$ cat src/rtl/pe_pipe.sv
// rtl/pe_pipe.sv - two-stage pipelined PE: config-selected operand mux, ALU/accumulate, self-feedback
// Optional feature macro: PE_SAT_EN (saturating ADD/ACC, clamping SUB); undefined = modulo wrap.

module pe_pipe #(
    parameter int WIDTH = 4,
    parameter int N_NBR = 4,
    localparam int SEL_W = $clog2(N_NBR + 3),
    localparam int SH_W  = $clog2(WIDTH),
    localparam int CFG_W = 3 + 2 * SEL_W
) (
    input  logic                   clk,
    input  logic                   rst_l,
    input  logic                   en,
    input  logic                   clear,
    input  logic                   cfg_load,
    input  logic [CFG_W-1:0]       cfg_in,
    input  logic [N_NBR*WIDTH-1:0] nbr_in,
    input  logic [WIDTH-1:0]       op_in0,
    input  logic [WIDTH-1:0]       op_in1,
    input  logic                   in_valid,
    output logic [WIDTH-1:0]       out,
    output logic                   out_valid
);

    localparam logic [2:0] OP_OR  = 3'd0;
    localparam logic [2:0] OP_NOT = 3'd1;
    localparam logic [2:0] OP_AND = 3'd2;
    localparam logic [2:0] OP_SLL = 3'd3;
    localparam logic [2:0] OP_SRL = 3'd4;
    localparam logic [2:0] OP_ADD = 3'd5;
    localparam logic [2:0] OP_SUB = 3'd6;
    localparam logic [2:0] OP_ACC = 3'd7;

    logic [CFG_W-1:0] cfg_q, cfg_d;
    logic [WIDTH-1:0] a_q, a_d;
    logic [WIDTH-1:0] b_q, b_d;
    logic [2:0]       op_q, op_d;
    logic             v1_q, v1_d;
    logic [WIDTH-1:0] out_q, out_d;
    logic             out_valid_q, out_valid_d;
    logic [WIDTH-1:0] acc_q, acc_d;

    logic [2:0]       cfg_op;
    logic [SEL_W-1:0] cfg_sel0;
    logic [SEL_W-1:0] cfg_sel1;
    logic [WIDTH-1:0] src_a;
    logic [WIDTH-1:0] src_b;

    assign {cfg_op, cfg_sel0, cfg_sel1} = cfg_q;

    // Source order: neighbours, op_in0, op_in1, own registered output; anything beyond selects 0.
    function automatic logic [WIDTH-1:0] pick_src(
        input logic [SEL_W-1:0]       sel,
        input logic [N_NBR*WIDTH-1:0] nbr,
        input logic [WIDTH-1:0]       ext0,
        input logic [WIDTH-1:0]       ext1,
        input logic [WIDTH-1:0]       fb
    );
        logic [WIDTH-1:0] r;
        r = '0;
        for (int k = 0; k < N_NBR; k++) begin
            if (int'(sel) == k) begin
                r = nbr[k*WIDTH +: WIDTH];
            end
        end
        if (int'(sel) == N_NBR) begin
            r = ext0;
        end
        if (int'(sel) == N_NBR + 1) begin
            r = ext1;
        end
        if (int'(sel) == N_NBR + 2) begin
            r = fb;
        end
        return r;
    endfunction

    always_comb begin
        src_a = pick_src(cfg_sel0, nbr_in, op_in0, op_in1, out_q);
        src_b = pick_src(cfg_sel1, nbr_in, op_in0, op_in1, out_q);
    end

    logic [WIDTH:0]    sum_ext;
    logic [WIDTH:0]    diff_ext;
    logic [WIDTH:0]    acc_ext;
    logic [WIDTH-1:0]  add_res;
    logic [WIDTH-1:0]  sub_res;
    logic [WIDTH-1:0]  acc_res;
    logic [SH_W-1:0]   shamt;
    logic [WIDTH-1:0]  alu_res;

    always_comb begin
        sum_ext  = {1'b0, a_q} + {1'b0, b_q};
        diff_ext = {1'b0, a_q} - {1'b0, b_q};
        acc_ext  = {1'b0, acc_q} + {1'b0, a_q};
        shamt    = b_q[SH_W-1:0];
`ifdef PE_SAT_EN
        add_res  = sum_ext[WIDTH]  ? '1 : sum_ext[WIDTH-1:0];
        sub_res  = diff_ext[WIDTH] ? '0 : diff_ext[WIDTH-1:0];
        acc_res  = acc_ext[WIDTH]  ? '1 : acc_ext[WIDTH-1:0];
`else
        add_res  = sum_ext[WIDTH-1:0];
        sub_res  = diff_ext[WIDTH-1:0];
        acc_res  = acc_ext[WIDTH-1:0];
`endif
    end

    always_comb begin
        alu_res = '0;
        case (op_q)
            OP_OR:   alu_res = a_q | b_q;
            OP_NOT:  alu_res = ~a_q;
            OP_AND:  alu_res = a_q & b_q;
            OP_SLL:  alu_res = a_q << shamt;
            OP_SRL:  alu_res = a_q >> shamt;
            OP_ADD:  alu_res = add_res;
            OP_SUB:  alu_res = sub_res;
            OP_ACC:  alu_res = acc_res;
            default: alu_res = '0;
        endcase
    end

    // Stage 1 samples with the config as it stands this cycle; a load only steers later beats.
    always_comb begin
        cfg_d       = cfg_q;
        a_d         = a_q;
        b_d         = b_q;
        op_d        = op_q;
        v1_d        = v1_q;
        out_d       = out_q;
        out_valid_d = out_valid_q;
        acc_d       = acc_q;
        if (en) begin
            if (clear) begin
                cfg_d       = '0;
                a_d         = '0;
                b_d         = '0;
                op_d        = '0;
                v1_d        = 1'b0;
                out_d       = '0;
                out_valid_d = 1'b0;
                acc_d       = '0;
            end else begin
                if (cfg_load) begin
                    cfg_d = cfg_in;
                end
                a_d  = src_a;
                b_d  = src_b;
                op_d = cfg_op;
                v1_d = in_valid;
                out_valid_d = v1_q;
                if (v1_q) begin
                    out_d = alu_res;
                    if (op_q == OP_ACC) begin
                        acc_d = acc_res;
                    end
                end
            end
        end
    end

    always_ff @(posedge clk or negedge rst_l) begin
        if (!rst_l) begin
            cfg_q       <= '0;
            a_q         <= '0;
            b_q         <= '0;
            op_q        <= '0;
            v1_q        <= 1'b0;
            out_q       <= '0;
            out_valid_q <= 1'b0;
            acc_q       <= '0;
        end else begin
            cfg_q       <= cfg_d;
            a_q         <= a_d;
            b_q         <= b_d;
            op_q        <= op_d;
            v1_q        <= v1_d;
            out_q       <= out_d;
            out_valid_q <= out_valid_d;
            acc_q       <= acc_d;
        end
    end

    assign out       = out_q;
    assign out_valid = out_valid_q;

endmodule

$ cat config.mk
export PLATFORM = sky130hd
export DESIGN_NAME = pe_pipe
export DESIGN_NICKNAME = d
export VERILOG_FILES = /design/src/rtl/pe_pipe.sv
export SDC_FILE = /design/constraint.sdc
export NUM_CORES = 1
export LEC_CHECK = 0
export ABC_AREA = 1
export BUFFER_PORTS_ARGS = -buffer_cell sky130_fd_sc_hd__buf_2
export CORE_MARGIN = 2
export CORE_UTILIZATION = 61
export DETAILED_ROUTE_END_ITERATION = 12
export PLACE_DENSITY = 0.94
export SLEW_MARGIN = 20
export SYNTH_ARGS = -nofsm -noshare
export SYNTH_HDL_FRONTEND = slang
export SYNTH_SLANG_ARGS = --single-unit
$ cat constraint.sdc
create_clock -name clk -period 4.7 [get_ports clk]
set_clock_uncertainty 0.15 [all_clocks]
set_input_delay 0.47 -clock clk [delete_from_list [all_inputs] [get_ports clk]]
set_output_delay 0.47 -clock clk [all_outputs]
set_load 0.005 [all_outputs]
; ---- Word-level counts from Yosys, hierarchy flattened
; Cells that the tools add are included.
[classes]
n_addsub = 3
n_eq_ne = 19
reduce_logical = 9
bitwise_logic = 3
shifts = 2
muxes = 27
[op_table]
columns = op, n
row1 = $mux 4, 21
row2 = $eq 3x3->1 const B, 12
row3 = $pmux 4 s8, 1
row4 = $eq 3x2->1 const B, 6
row5 = $mux 9, 2
row6 = $logic_not 3->1, 3
row7 = $add 4x4->4, 2
row8 = $reduce_bool 2->1, 3
row9 = $and 4x4->4, 1
row10 = $not 4->4, 1
row11 = $or 4x4->4, 1
row12 = $reduce_and 2->1, 2
row13 = $shl 4x2->4, 1
row14 = $shr 4x2->4, 1
row15 = $sub 4x4->4, 1
row16 = $eq 3x1->1 const B, 1
row17 = $mux 3, 1
row18 = $reduce_and 3->1, 1
row19 = $mux 1, 2
[totals]
in_bits = 39
output_inout_bits = 5
word_cells = 71
register_bits = 30

; ---- Depth between registers and ports, before layout
; Gate-level depths: netlist (run 1).
[depth]
depth_word = 9
ltp_mapped = 16
mapped_depth_nobuf = 15

; ---- Worst setup path after synthesis (run 1)
; Ideal clock, no wire load.
[synth_timing]
path_kind = register to register
start = register b_q[0]
end = register out_q[1] (netlist: out[1])
arrival_time_ns = 1.808
n_path_buf = 0
path_stages_with_launch = 11
period_less_slack_ns = 2.091
required_ns = 4.417
path_slack_ns = 2.609
cell_sequence = dfrtp_1 > inv_2 > ha_1 > nand2_1 > o21ai_0 > fa_1 > inv_1 > nand2_1 > nand3_1 > nor2_1 > o22ai_1
[synth_between]
elab_chain_len = 4
word_cells_on_any_way = 7
classes_between = 2 x add/sub / 2 x shift / 3 x mux
[synth_lines]
columns = element, line
row1 = from (decl), 36  ; logic [WIDTH-1:0] b_q, b_d;
row2 = from (signal assigned), 166  ; b_q <= '0;
row3 = from (signal assigned), 175  ; b_q <= b_d;
row4 = "$sub 4x4->4, or another cell as far along", 94  ; diff_ext = {1'b0, a_q} - {1'b0, b_q};
row5 = $pmux 4 s8 *, 110  ; case (op_q)
row6 = $mux 4 *, 152  ; if (v1_q) begin
row7 = $mux 4 *, 134  ; if (clear) begin
row8 = to (signal assigned), 178  ; out_q <= out_d;
row9 = to (decl), 39  ; logic [WIDTH-1:0] out_q, out_d;
; Every way passes the cells marked *; elsewhere a longest branch is shown, timed or not. The select of a mux whose other input is x is not followed.
; A chain may end at the register's enable or synchronous reset.

; ---- Worst setup path in the final report (run 1)
[layout_timing]
start = register b_q[0]
end = register out_q[3] (netlist: out[3])
; The elaborated chain is that of the path after synthesis.

==> results of run 1 <==
==> cells in the mapped netlist (3+ instances only) <==
cell and instances:
nand2_1 131, nand3_1 49, inv_1 41, dfrtp_1 30, nor2_1 25, inv_2 17, o21ai_0 17, a21oi_1 16
ha_1 10, o21ai_1 8, nand4_1 7, nor3_1 4, o22ai_1 4, buf_2 3, nor3_2 3, xor2_1 3
==> per-layer routing <==
metal  vias up  global-route usage
met1      1244               0.447
met3         6              0.0433
li1       1345                   -
met5         -                   0
met2       114               0.499
met4         0              0.0842
==> state kept, by name, indices dropped and copies added (netlist names) <==
register / cells
acc_q: 4
op_q: 3
v1_q: 1
b_q: 4
out: 4
out_valid: 1
cfg_q: 9
a_q: 4
==> cells by family after synthesis <==
family / Yosys count
AND/OR/NAND/NOR: 228
buffers and inverters: 66
AO/OA/AOI/OAI: 49
flip-flops: 30
adder cells (fa/ha/maj): 12
XOR/XNOR: 5
==> area by class of cell <==
| type | count | area (um^2) |
|---|---|---|
| clock buffer | 5 | 68.8 |
| clock inverter | 3 | 45.0 |
| fill | 332 | 1110 |
| inverter | 59 | 221 |
| multi-input combinational | 294 | 1470 |
| sequential | 30 | 751 |
| tap | 50 | 62.6 |
| timing repair buffer | 43 | 215 |
==> report_power, final <==
| part | leakage [nW] | internal (mW) | switching (mW) | total [mW] |
|---|---|---|---|---|
| clock network | 0.0504 | 0.158 | 0.106 | 0.264 |
| logic | 1.11 | 0.102 | 0.169 | 0.270 |
| registers | 0.403 | 0.281 | 0.0424 | 0.323 |
==> stage by stage <==
stage	std cells	power (mW)	cell area [um^2]	hold WS, ns	setup WS (ns)
global placement	476	0.582	2720	0.325	2.39
detailed placement	476	0.593	2720	0.340	2.33
global route	484	0.915	2830	0.114	2.08
floorplan	390	0.510	2470	0.0244	2.61
finish	484	0.858	2830	0.0623	2.30
CTS	484	0.854	2830	0.0866	2.31
==> worst max-delay path by stage <==
stage	cells past startpoint	to	startpoint	slack (ns)
floorplan	10	out[1]$_DFFE_PN0P_	b_q[0]$_DFFE_PN0P_	2.61
global placement	10	out[1]$_DFFE_PN0P_	b_q[0]$_DFFE_PN0P_	2.39
detailed placement	14	out[3]$_DFFE_PN0P_	b_q[0]$_DFFE_PN0P_	2.33
CTS	14	out[3]$_DFFE_PN0P_	b_q[0]$_DFFE_PN0P_	2.31
global route	14	out[3]$_DFFE_PN0P_	b_q[0]$_DFFE_PN0P_	2.08
finish	14	out[3]$_DFFE_PN0P_	b_q[0]$_DFFE_PN0P_	2.30
==> impl_metrics.tcl, run 1 <==
set metrics [dict create \
    status "completed" \
    synth-simple-area-share 0.402 \
    syn-mean-instance-area_um2 6.35 \
    syn_inst 390 \
    crit_required_ns 4.72 \
    synth.mux.area_fraction 0 \
    synth_top_family_by_area "simple AND/OR/NAND/NOR gates" \
    diodes 0 \
    route.met2.wl_um 3100 \
    cts_hold_buffers 0 \
    reg2reg_from "b_q[0]$_DFFE_PN0P_" \
    worstRegToRegCells 14 \
    htreeDepth 2 \
    critPathLaunchType "flip-flop" \
    layout_commonest_cell "nand2_1" \
    wl_met3_um 450 \
    crit_type "flip-flop to flip-flop" \
    viasPerCell 5.60 \
    p_leak_nw 1.57 \
    ir_drop_mv 0.175 \
    cp_common_cell "nand2_1" \
    cp.arrival_ns 2.42 \
    first_pass_iters 7 \
    drive_gt1_frac 0.173 \
    syn_area_mm2 0.00247 \
    synth_compound_area_frac 0.106 \
    gp_congestion 0.891 \
    rsz0062_at_grt "no" \
    ys_top_cells_by_area "dfrtp_1 30%, nand2_1 20%, nand3_1 9.9%" \
    antenna_found_initial 0 \
    utilization 0.718 \
    fin_setup_tns_ns 0 \
    synth_top_area_share 0.303 \
    clkTransAtPathRegs_ns 0.07 \
    fp-row-count 23 \
    overflow 0 \
    finalSetupViolCount 0 \
    max_clock_freq_ghz 0.417 \
    yosysWarnings 0 \
    syn2layout_area_growth_pct 14.3 \
    vias 2709 \
    cts_tree "built" \
    numPortBuffers 43 \
    ys_seq_elements 30 \
    synth-seq-area-share 0.303 \
    initial_utilization 0.628 \
    syn_nets 441 \
    crit_path_end_kind "flip-flop" \
    relSlewSlack 0.558 \
    power_per_cell_area_mw_per_mm2 303 \
    synth-xor-area-share 0.0177 \
    yosys.cell_types.count 31 \
    hpwl_um 5050 \
    r2r-end "out[3]$_DFFE_PN0P_" \
    insertion_delay_ns 0.28 \
    wire_per_inst_um 13.4 \
    fin_crit_sh 0.510 \
    cts_resized 0 \
    worstMarginPinSlew_ns 0.663 \
    core-area_mm2 0.00394 \
    cts_setup_buffers 0 \
    route.detailed.drc 0 \
    max_stage_delay_ns 0.56 \
    reg2reg_slack_ns 2.30 \
    crit_family "simple AND/OR/NAND/NOR gates" \
    clk_path_buf_depth 2 \
    ys.flop_type "dfrtp_1" \
    cts_buffers 5 \
    die_area_mm2 0.00458 \
    synth_area_leader_cell "dfrtp_1" \
    drt-initial-drc-count 224 \
    crit_buf_inv 2 \
    io_pins 44 \
    grt_pass1_vias 2391 \
    critPathSlowestCell "dfrtp_1" \
    finalHoldViolations 0 \
    async_flop_share 1.00 \
    cap_viol_max_count 0 \
    hp-class "primary input to asynchronous set/reset pin" \
    gr-usage-all-layers 0.314 \
    report.final.slew_viol_count 0 \
    final_cell_mix "131 x nand2_1, 49 x nand3_1, 43 x buf_2" \
    crit_chain "inv_2, ha_1, nand2_1, o21ai_0, inv_1, ha_1, nand2_1, nor2_1, nor2_1, nand3_1, nand3_1, nand2_1, nand2_1, nand2_1" \
    synthAdderAreaFrac 0.0667 \
    dieWidth_um 67.7 \
    cts.sinks 30 \
    synth_edf_count 0 \
    crit_fanout 9 \
    grt_max_degree 31 \
    nets 484 \
    drtAntennaViolNets 0 \
    wl_met1_um 2870 \
    clock_tree.root_cell "clkbuf_8" \
    fin_crit_ns 2.40 \
    grt_pass1_wl_um 10900 \
    die_y_um 67.7 \
    highest_layer "met4" \
    drt_wl_total_um 6480 \
]
Power figures use the tool's default switching activity.
==> run 2, diff against run 1 <==
ABC_AREA = 0   (was 1)
CORE_UTILIZATION = 57   (was 61)
PLACE_DENSITY = 0.89   (was 0.94)
clock period = 2.47 ns   (was 4.7 ns; I/O delays follow)
==> run 2 against run 1 <==
Net effect:
- maximum frequency rose by 1.6%
- cell count decreased by 24%
- register-to-register slack got worse by 2.2 ns
- critical path type unchanged
- critical endpoint is now out[2]$_DFFE_PN0P_
- flip-flop and latch count is the same
- total power is 120% higher
- utilization shrank 4.1 points
- worst hold slack got worse by 0.058 ns
- global-route usage decreased by 4.4 points
- cell area increased by 1.9%
==> impl_metrics.tcl, run 2 <==
set metrics [dict create \
    status "completed" \
    crit_family "adder cells" \
    max_stage_delay_ns 0.40 \
    grt_max_degree 31 \
    cts_tree "built" \
    fin_crit_ns 2.36 \
    syn_nets 325 \
    synthTopCellsByCount "30 x dfrtp_1, 25 x inv_1, 21 x nand2_1" \
    yosys.cell_types.count 51 \
    nets 368 \
    clk_path_buf_depth 2 \
    syn-mean-instance-area_um2 9.08 \
    grt_pass1_vias 2324 \
    route.detailed.drc 0 \
    synth-simple-area-share 0.108 \
    worstMarginPinSlew_ns 0.687 \
    numPortBuffers 43 \
    top_register "cfg_q" \
    ir_drop_mv 0.376 \
    viasPerCell 6.47 \
    synth_most_common_cell "dfrtp_1" \
    multi_input_area_mm2 0.00152 \
    wire_per_inst_um 17.3 \
    async_flop_share 1.00 \
    power_switching_mw 0.664 \
    gr-usage-all-layers 0.270 \
    fin_crit_sh 0.954 \
    design_area_mm2 0.00288 \
    crit_type "flip-flop to flip-flop" \
    die_y_um 70.1 \
    synth-seq-area-share 0.302 \
    antenna_found_initial 0 \
    yosysWarnings 0 \
    synth_top_area_share 0.302 \
    crit_path_end_kind "flip-flop" \
    crit_buf_inv 2 \
    ys_seq_elements 30 \
    crit_fanout 3 \
    cp.arrival_ns 2.38 \
    ys.flop_type "dfrtp_1" \
    fp-row-count 24 \
    diodes 0 \
    final_cell_mix "43 x buf_2, 30 x dfrtp_1, 25 x inv_1" \
    synth_edf_count 0 \
    clkTransAtPathRegs_ns 0.07 \
    grt_pass1_wl_um 10700 \
    cp_common_cell "inv_1" \
    place_area_mm2 0.00273 \
    layout_commonest_cell "buf_2" \
    crit_chain "inv_1, ha_1, mux2i_2, inv_1, fa_2, xnor2_2, a211oi_1, o21ai_0, a22o_1" \
    drt-initial-drc-count 272 \
    p_seq_frac 0.345 \
    io_pins 44 \
    critPathSlowestCell "fa_2" \
    critPathLaunchType "flip-flop" \
    seq_area_um2 751 \
    finalHoldViolations 0 \
    synth_compound_area_frac 0.263 \
    synth_area_leader_cell "dfrtp_1" \
    largest_reg_flops 9 \
    drtAntennaViolNets 0 \
    total_power_mw 1.91 \
    cts.sinks 30 \
    crit_required_ns 2.49 \
    gp_congestion 0.960 \
    insertion_delay_ns 0.29 \
    syn_area_mm2 0.00249 \
    cts_buffers 5 \
    htreeDepth 2 \
    relSlewSlack 0.542 \
    syn2layout_area_growth_pct 15.9 \
    combPwrFrac 0.388 \
    die_area_mm2 0.00491 \
    finalSetupViolCount 0 \
    first_pass_iters 6 \
    fillers 334 \
    synth_top_family_by_area "compound AO/OA/AOI/OAI gates" \
    dieWidth_um 70.1 \
    cap_viol_max_count 0 \
    core-area_mm2 0.00426 \
    power_per_cell_area_mw_per_mm2 661 \
    synth.mux.area_fraction 0.131 \
    vias 2388 \
    ys_top_cells_by_area "dfrtp_1 30%, mux4_2 5.4%, ha_1 5.0%" \
    drive_gt1_frac 0.262 \
    p_leak_nw 1.29 \
    max_clock_freq_ghz 0.424 \
    overflow 0 \
    internal-power_mw 1.24 \
    switching_share 0.348 \
    report.final.slew_viol_count 0 \
    clock_tree.root_cell "clkbuf_8" \
    synthAdderAreaFrac 0.0664 \
    p_clk_frac 0.267 \
    hpwl_um 4690 \
    syn_inst 274 \
    initial_utilization 0.584 \
    synth-xor-area-share 0.0337 \
    drt_wl_total_um 6400 \
    hp-class "primary input to flip-flop" \
]
==> run 2: metrics by stage <==
step / hold WS (ns) / instances / worst slack (ns) / utilization / setup TNS [ns]
after floorplan: -0.199 / 274 / 0.0202 / - / 0
after global placement: 0.161 / 360 / 0.187 / 0.640 / 0
after detailed placement: 0.170 / 360 / 0.0421 / 0.640 / 0
after CTS: 0.00418 / 368 / 0.0250 / 0.669 / 0
after global routing: 0.0380 / 369 / -0.0511 / 0.676 / -0.0511
final: 0.00469 / 369 / 0.113 / 0.676 / 0
==> run 2: logic make-up (layout without fill, tap and decap cells) <==
kind of cell,count (synthesis),in the layout
multiplexers,23,23
buffers and inverters,49,92
adder cells (fa/ha/maj),12,12
AND/OR/NAND/NOR,57,57
AO/OA/AOI/OAI,95,95
XOR/XNOR,8,8
flip-flops,30,30
==> run 2: routing by layer <==
metal	global-route usage	share of wire	vias up
met5	0	0	-
li1	-	-	1108
met2	0.470	0.50	152
met3	0.0404	0.083	20
met4	0.0962	0.023	0
met1	0.341	0.39	1108
==> run 2: final cells by class <==
class,instances,share of cell area
Clock buffer,6,0.0286
Clock inverter,1,0.0104
Inverter,27,0.0360
Multi-Input combinational cell,195,0.528
Sequential cell,30,0.260
Tap cell,52,0.0226
Timing Repair Buffer,58,0.115
==> run 2: tightest hold or removal path: cells and delay by family <==
kind | cells | cell delay, ns
simple gates | 1 | 0.03
compound gates | 1 | 0.05
buf+inv | 1 | 0.07
==> run 2: timing repair <==
action | CTS | global route
hold buffers | 1 | 0
endpoints found under the setup margin | 0 | 3
resized for setup | 0 | 6
buffers inserted | 0 | 1
hold endpoints to repair | 30 | 0
==> run 2: worst paths after layout <==
| path | from | endpoint | slack, ns | cells past startpoint |
|---|---|---|---|---|
| worst max register to register | b_q[1]$_DFFE_PN0P_ | out[2]$_DFFE_PN0P_ | 0.11 | 9 |
| min in group asynchronous | rst_l | acc_q[2]$_DFFE_PN0P_ | 0.38 | 2 |
| worst max-delay path | b_q[1]$_DFFE_PN0P_ | out[2]$_DFFE_PN0P_ | 0.11 | 9 |
| worst min-delay path | in_valid | v1_q$_DFFE_PN0P_ | 0.005 | 3 |
| max in group asynchronous | rst_l | a_q[2]$_DFFE_PN0P_ | 1.33 | 2 |
| worst min register to register | cfg_q[7]$_DFFE_PN0P_ | op_q[1]$_DFFE_PN0P_ | 0.37 | 2 |
==> run 2: power by group through the flow <==
stage / clock network, mW / registers (mW) / logic [mW]
after floorplan: 0 / 0.608 / 0.560
after global placement: 0 / 0.659 / 0.656
after detailed placement: 0 / 0.663 / 0.684
after CTS: 0.512 / 0.655 / 0.689
after global routing: 0.536 / 0.667 / 0.820
final: 0.509 / 0.658 / 0.740
==> run 3, diff against run 2 <==
SETUP_SLACK_MARGIN = 0.2   (was unset)
==> run 3 against run 2 <==
Net effect:
- die area unchanged
- register-to-register slack better by 0.04 ns
- worst hold slack better by 0.012 ns
- total power up 0.73%
- non-clock buffer count up 4
- critical endpoint is now out[1]$_DFFE_PN0P_
- largest cell class unchanged
==> impl_metrics.tcl, run 3 (same netlist as run 2, synthesis figures left out) <==
set metrics [dict create \
    vias 2510 \
    largest_reg_flops 9 \
    gp_congestion 0.973 \
    crit_type "flip-flop to flip-flop" \
    max_clock_freq_ghz 0.431 \
    overflow 0 \
    drtAntennaViolNets 0 \
    insertion_delay_ns 0.29 \
    wire_per_inst_um 19.4 \
    total_power_mw 1.92 \
    worstMarginPinSlew_ns 0.679 \
    drive_gt1_frac 0.314 \
    grt_max_degree 31 \
    syn2layout_area_growth_pct 18.8 \
    nets 372 \
    drt_wl_total_um 7250 \
    hp-class "primary input to flip-flop" \
    route.detailed.drc 0 \
    rsz0062_at_grt "yes" \
    cp.arrival_ns 2.35 \
    dp.cells 356 \
    layout_commonest_cell "buf_2" \
    viasPerCell 6.71 \
    htreeDepth 2 \
    cts_buffers 5 \
    grt_pass1_vias 2423 \
    hpwl_um 5050 \
    ir_drop_mv 0.481 \
    report.final.slew_viol_count 0 \
    core-area_mm2 0.00426 \
    io_pins 44 \
    die_y_um 70.1 \
    antenna_found_initial 0 \
    critPathLaunchType "flip-flop" \
    fin_crit_sh 0.939 \
    diodes 0 \
    cap_viol_max_count 0 \
    layoutNonFillerInstCount 374 \
    crit_fanout 6 \
    dieWidth_um 70.1 \
    clk_path_buf_depth 2 \
    die_area_mm2 0.00491 \
    gr-usage-all-layers 0.297 \
    final_cell_mix "43 x buf_2, 28 x dfrtp_1, 22 x inv_1" \
    finalSetupViolCount 0 \
    status "completed" \
    grt_pass1_wl_um 11500 \
    power_per_cell_area_mw_per_mm2 650 \
    clock_tree.root_cell "clkbuf_8" \
    first_pass_iters 5 \
    p_leak_nw 1.30 \
    clkTransAtPathRegs_ns 0.07 \
    drt-initial-drc-count 427 \
    initial_utilization 0.584 \
    cts_tree "built" \
    crit_required_ns 2.50 \
    finalHoldViolations 0 \
    numPortBuffers 43 \
    relSlewSlack 0.547 \
    top_register "cfg_q" \
    fin_crit_ns 2.32 \
    fp-row-count 24 \
    cts.sinks 30 \
    fin_setup_tns_ns 0 \
    crit_path_end_kind "flip-flop" \
]
## run 3: per-stage QoR
step	setup slack (ns)	util	instance area, um^2	hold WS (ns)
finish	0.152	0.693	2960	0.0163
global route	0.0278	0.693	2960	0.0414
CTS	0.187	0.671	2860	0.0127
detailed placement	0.196	0.641	2730	0.168
global placement	0.281	0.641	2730	0.165
floorplan	0.203	-	2530	-0.199
## run 3: worst paths after layout
kind | from | endpoint | slack [ns] | depth (start not counted)
max | op_q[1]$_DFFE_PN0P_ | out[1]$_DFFE_PN0P_ | 0.15 | 9
min | in_valid | v1_q$_DFFE_PN0P_ | 0.02 | 3
max reg2reg | op_q[1]$_DFFE_PN0P_ | out[1]$_DFFE_PN0P_ | 0.15 | 9
min reg2reg | out_valid$_DFFE_PN0P_ | out_valid$_DFFE_PN0P_ | 0.37 | 2
max in group asynchronous | rst_l | a_q[1]$_DFFE_PN0P_ | 1.30 | 2
min in group asynchronous | rst_l | cfg_q[0]$_DFFE_PN0P_ | 0.39 | 2
## run 3: what timing repair did
item,4_1_cts,5_1_grt
pin swaps,1,12
endpoints found under the hold margin,30,0
gates resized for setup,1,13
buffers inserted,2,7
endpoints found under the setup margin,3,4
hold buffers,1,0
## run 3: worst max-delay path, cell delays in order (launching register included)
cell and delay, ns:
dfrtp_1 0.41, inv_4 0.10, nor2_4 0.05, nand2_2 0.09, mux2i_4 0.24, inv_2 0.06, fa_2 0.52, a21oi_2 0.21
a221oi_2 0.08, o41ai_1 0.30
## run 3: report_power, final
group	internal (mW)	switching [mW]
clock network	0.224	0.197
logic	0.414	0.424
registers	0.552	0.111
total	1.19	0.732
## run 3: final cells by class
type,instances,area [um^2]
clock inverters,2,12.5
flip-flops and latches,30,753
fillers,312,1310
repair buffers,62,360
well taps,52,65.1
inverters,27,106
multi-input cells,195,1580
clock buffers,6,82.6
## run 3: metal layers
metal / track usage / vias up / wire, um
met4: 0.137 / 0 / 336
met3: 0.0404 / 35 / 676
li1: - / 1115 / -
met1: 0.369 / 1164 / 2580
met5: 0 / - / 0
met2: 0.511 / 196 / 3650
